File: src/rtl/wb_scoreboard_arb_pkg.sv
// Shared definitions for the writeback scoreboard/arbiter: widths, register
// count and requester index encoding.
package wb_scoreboard_arb_pkg;

  localparam int XLEN_DEF  = 32;
  localparam int NREGS_DEF = 32;
  localparam int RADDR_W   = 5;

  localparam int IDX_ALU = 0;
  localparam int IDX_MEM = 1;

  typedef enum logic {
    REQ_ALU = 1'b0,
    REQ_MEM = 1'b1
  } req_idx_e;

endpackage

File: src/rtl/wb_scoreboard_arb_rr.sv
// Two-requester round-robin arbiter; the pointer only moves after a contested
// grant, so uncontested traffic never disturbs fairness.
//   state   | meaning
//   REQ_ALU | ALU wins the next contested cycle
//   REQ_MEM | MEM wins the next contested cycle
module wb_rr_arb
  import wb_scoreboard_arb_pkg::*;
(
  input  logic       clk,
  input  logic       rst,
  input  logic [1:0] req,
  output logic [1:0] gnt
);

  req_idx_e ptr, ptr_n;

  always_ff @(posedge clk or negedge rst) begin
    if (!rst) ptr <= REQ_ALU;
    else      ptr <= ptr_n;
  end

  always_comb begin
    gnt   = 2'b00;
    ptr_n = ptr;
    case (req)
      2'b01: gnt = 2'b01;
      2'b10: gnt = 2'b10;
      2'b11: begin
        if (ptr == REQ_MEM) begin
          gnt   = 2'b10;
          ptr_n = REQ_ALU;
        end else begin
          gnt   = 2'b01;
          ptr_n = REQ_MEM;
        end
      end
      default: gnt = 2'b00;
    endcase
  end

endmodule

File: src/rtl/wb_scoreboard_arb.sv
// Register scoreboard with issue interlock, arbitrated ALU/load writeback and a
// registered regfile write port.
module wb_scoreboard_arb
  import wb_scoreboard_arb_pkg::*;
#(
  parameter int XLEN  = XLEN_DEF,
  parameter int NREGS = NREGS_DEF
) (
  input  logic               clk,
  input  logic               rst,
  input  logic               iss_valid,
  input  logic [RADDR_W-1:0] iss_rs1,
  input  logic [RADDR_W-1:0] iss_rs2,
  input  logic [RADDR_W-1:0] iss_rd,
  output logic               iss_ready,
  input  logic               alu_valid,
  input  logic [RADDR_W-1:0] alu_rd,
  input  logic [XLEN-1:0]    alu_data,
  output logic               alu_ready,
  input  logic               mem_valid,
  input  logic [RADDR_W-1:0] mem_rd,
  input  logic [XLEN-1:0]    mem_data,
  output logic               mem_ready,
  output logic               rf_we,
  output logic [RADDR_W-1:0] rf_waddr,
  output logic [XLEN-1:0]    rf_wdata,
  output logic [NREGS-1:0]   busy,
  output logic               wb_err
);

  // Async assert, sync release: rst_i drops with rst and rises two edges later.
  logic [1:0] rst_sync;
  logic       rst_i;

  always_ff @(posedge clk or negedge rst) begin
    if (!rst) rst_sync <= 2'b00;
    else      rst_sync <= {rst_sync[0], 1'b1};
  end

  assign rst_i = rst_sync[1];

  logic [1:0] req, gnt;

  assign req = {mem_valid, alu_valid} & {2{rst_i}};

  wb_rr_arb u_arb (
    .clk (clk),
    .rst (rst_i),
    .req (req),
    .gnt (gnt)
  );

  assign alu_ready = gnt[IDX_ALU];
  assign mem_ready = gnt[IDX_MEM];

  logic               wb_acc;
  logic [RADDR_W-1:0] wb_rd;
  logic [XLEN-1:0]    wb_data;
  logic               wb_live;

  assign wb_acc  = |gnt;
  assign wb_rd   = gnt[IDX_MEM] ? mem_rd   : alu_rd;
  assign wb_data = gnt[IDX_MEM] ? mem_data : alu_data;
  assign wb_live = wb_acc && (wb_rd != '0);

  logic iss_fire;

  assign iss_ready = rst_i && !busy[iss_rs1] && !busy[iss_rs2] && !busy[iss_rd];
  assign iss_fire  = iss_valid && iss_ready;

  // Clear follows the registered commit; a set on the same edge overrides it.
  logic [NREGS-1:0] busy_n;

  always_comb begin
    busy_n = busy;
    if (rf_we) busy_n[rf_waddr] = 1'b0;
    if (iss_fire && (iss_rd != '0)) busy_n[iss_rd] = 1'b1;
    busy_n[0] = 1'b0;
  end

  always_ff @(posedge clk or negedge rst_i) begin
    if (!rst_i) begin
      rf_we    <= 1'b0;
      rf_waddr <= '0;
      rf_wdata <= '0;
      busy     <= '0;
      wb_err   <= 1'b0;
    end else begin
      rf_we <= wb_live;
      if (wb_acc) begin
        rf_waddr <= wb_rd;
        rf_wdata <= wb_data;
      end
      if (wb_live && !busy[wb_rd]) wb_err <= 1'b1;
      busy <= busy_n;
    end
  end

endmodule

File: config.mk
export PLATFORM = sky130hd
export DESIGN_NAME = wb_scoreboard_arb
export DESIGN_NICKNAME = d
export VERILOG_FILES = /design/src/rtl/wb_scoreboard_arb_pkg.sv /design/src/rtl/wb_scoreboard_arb_rr.sv /design/src/rtl/wb_scoreboard_arb.sv
export SDC_FILE = /design/constraint.sdc
export NUM_CORES = 1
export LEC_CHECK = 0
export ABC_AREA = 0
export CAP_MARGIN = 0
export CORE_UTILIZATION = 45
export CTS_CLUSTER_SIZE = 12
export DETAILED_ROUTE_END_ITERATION = 8
export PLACE_DENSITY = 0.81
export SKIP_LAST_GASP = 1
export SLEW_MARGIN = 20
export SYNTH_ARGS = -nofsm -noshare
export SYNTH_HDL_FRONTEND = slang
export SYNTH_SLANG_ARGS = --single-unit
File: constraint.sdc
create_clock -name clk -period 4.95 [get_ports clk]
set_input_delay 0.99 -clock clk [delete_from_list [all_inputs] [get_ports clk]]
set_output_delay 0.99 -clock clk [all_outputs]
set_load 0.05 [all_outputs]
==> results.py <==
metrics = {
    "layout": {
        "nFillCells": 765,
        "final_cell_mix": "clkdlybuf4s50_1, dfrtp_1, inv_1",
        "antennaDiodeCount": 0,
        "area_growth_pct": 43.3,
        "mostFrequentLayoutCell": "clkdlybuf4s50_1",
        "finish.net_count": 661,
        "layout-drive-gt1-share_pct": 13.1,
        "seq_area_um2": 1830,
        "multi_input_area_um2": 2400,
        "fin_cells": 705,
    },
    "setup_path": {
        "cp_data_arrival_time_ns": 3.76,
        "r2r_start": "rst_sync[1]",
        "critical_path_required_ns": 3.96,
        "critPathLaunch": "iss_rs2[0]",
        "cp_max_fo": 9,
        "crit_type": "input pin to primary output",
        "rrSetupSlack_ns": 1.81,
        "start_kind": "input pin",
        "timing.rr.end": "wb_err",
        "end_kind": "primary output",
        "ff2ff_path_depth": 8,
    },
    "logic_synthesis": {
        "ys_ff_latch": 73,
        "dominantRegCellSynth": "dfrtp_1",
        "synthArstFlopShare_pct": 100,
        "synth_edf_count": 0,
        "syn_avg_cell_area_um2": 10.9,
        "synth_seq_area_share_pct": 40.3,
        "synth_area_um2": 4540,
        "ys_types": 47,
        "yosysTopAreaCellShare_pct": 40.3,
        "ys_warn_count": 0,
        "syn_inst": 415,
        "synthTopCellsByArea": "dfrtp_1, mux4_2, a222oi_1",
        "syn_nets": 509,
        "yosys.area.top_type": "dfrtp_1",
    },
    "clocking": {
        "numClockSinks": 73,
        "clk_pin_slew_worst_paths_ns": 0.09,
        "clockBufferDepth": 2,
        "clock_latency_ns": 0.36,
        "cts-buffers-inserted": 9,
        "cts_resized": 0,
        "ctsHoldBuffers": 0,
        "cts-root-buf": "clkbuf_8",
        "post-cts-setup-buffers": 0,
        "cts_tree": "yes",
        "htree_levels": 3,
    },
    "power": {
        "power.static_leakage_uw": 0.00261,
        "p_per_area_nw_per_um2": 537,
        "ir_drop_mv": 0.350,
    },
    "floorplan": {
        "rows": 36,
        "die_area_um2": 10500,
        "core_area_um2": 9770,
        "die_x_um": 102,
        "initial_core_util_pct": 46.4,
        "die_h_um": 102,
        "ios": 168,
    },
    "placement": {
        "place_congestion": 0.862,
        "dp_cells": 689,
        "io_buffers": 166,
        "hpwl_um": 11000,
    },
    "global_route": {
        "grt_pass1_vias": 4562,
        "antenna_found_initial": 0,
        "grt_max_degree": 37,
        "grt_usage_pct": 30.9,
        "gr-total-overflow": 0,
        "grt_pass1_wl_um": 24100,
    },
    "sta": {
        "finalClockSkew_ns": 0.0120,
        "max_slew.worst_pin.slew_ns": 0.625,
        "finalMaxSlewViolations": 0,
        "setup-tns-final_ns": 0,
        "setup_viol": 0,
        "fin_crit_sh_pct": 95.9,
        "hold_viol": 0,
        "rsz0062_at_grt": "no",
        "fmax_ghz": 0.211,
        "relSlewSlack_pct": 58.2,
        "fin_crit_ns": 4.75,
    },
    "routing": {
        "num_vias": 4525,
        "antenna_left": 0,
        "drt-pass1-iter-count": 6,
        "wire_per_inst_um": 22.0,
        "drc": 0,
        "routed_wl_um": 15500,
        "post_drt_via_cell_ratio": 6.42,
        "drt_iter0_drc": 379,
    },
    "flow_run": {
        "drv_cap": 0,
    },
    "hold_path": {
        "hold_path.class": "flip-flop to async pin",
    },
    "run_status": {
        "status": "finished clean",
    },
}
==> power breakdown <==
group | total, uW | switching (uW) | internal [uW]
logic | 1870 | 1110 | 753
registers | 1100 | 320 | 777
clock network | 529 | 245 | 284
total | 3490 | 1680 | 1810
==> registers in the layout, summed over array words and instances, names as in the netlist <==
signal	flops
rf_waddr	5
rst_sync	2
wb_err	1
u_arb.ptr	1
rf_we	1
rf_wdata	32
busy	31
==> worst max path at each step <==
stage	endpoint	slack, ns	depth (start not counted)
after floorplan	mem_ready	0.30	6
after global placement	iss_ready	0.27	7
after detailed placement	iss_ready	0.22	7
after CTS	iss_ready	0.21	7
after global routing	iss_ready	0.14	7
final	iss_ready	0.20	7
==> routing by layer <==
layer | vias to the layer above | GRT usage (%) | wire [um]
li1 | 1948 | - | -
met1 | 2221 | 37.6 | 5800
met2 | 313 | 51.6 | 7610
met3 | 43 | 7.80 | 1640
met4 | 0 | 14.3 | 444
met5 | - | 0 | 0
==> layout make-up <==
cell class | count | share of cell area [%]
clock inverter | 7 | 1.46
clock buffer | 9 | 1.91
timing repair buffer | 175 | 26.9
sequential | 73 | 28.1
multi-input combinational | 270 | 36.9
tap | 133 | 2.56
inverter | 38 | 2.19
==> Yosys cell counts, types with 6 or more instances <==
cell type / count
nand2b_1: 8
nand3_1: 6
nand2_1: 28
inv_1: 38
a211oi_1: 6
a222oi_1: 32
o41ai_2: 14
clkbuf_1: 19
dfrtp_1: 73
mux4_2: 21
nor2_1: 12
mux2i_1: 22
mux2_2: 6
o41ai_1: 16
nand3b_1: 8
o21ai_0: 37
==> cell families (layout without fill, tap and decap cells) <==
kind of cell / Yosys count / count (layout) / synth area share [%]
xor gates and xnor gates: 1 / 1 / 0.193
buffers and inverters: 72 / 229 / 7.06
DFF: 73 / 73 / 40.3
other: 2 / 2 / 0.166
and+or+nand+nor: 79 / 79 / 8.91
AOI/OAI and AO/OA: 136 / 136 / 25.2
muxes: 52 / 52 / 18.2
==> critical path: stages <==
cell	delay, ns
clkdlybuf4s50_1	0.78
mux4_2	0.57
mux4_2	0.48
nor2b_1	0.14
or3_1	0.40
nor2_1	0.22
buf_12	0.17
==> through the flow <==
| step | cell area, um^2 | setup WS (ns) | power (uW) | hold WS, ns | util, % |
|---|---|---|---|---|---|
| after global placement | 6280 | 0.266 | 2910 | 0.255 | 64.3 |
| after detailed placement | 6280 | 0.217 | 2950 | 0.256 | 64.3 |
| after CTS | 6500 | 0.208 | 3480 | 0.258 | 66.5 |
| after global routing | 6500 | 0.141 | 3650 | 0.302 | 66.5 |
| final | 6500 | 0.205 | 3490 | 0.240 | 66.5 |
| after floorplan | 4540 | 0.301 | 2250 | 0.331 | - |
(Power assumes the default switching activity.)
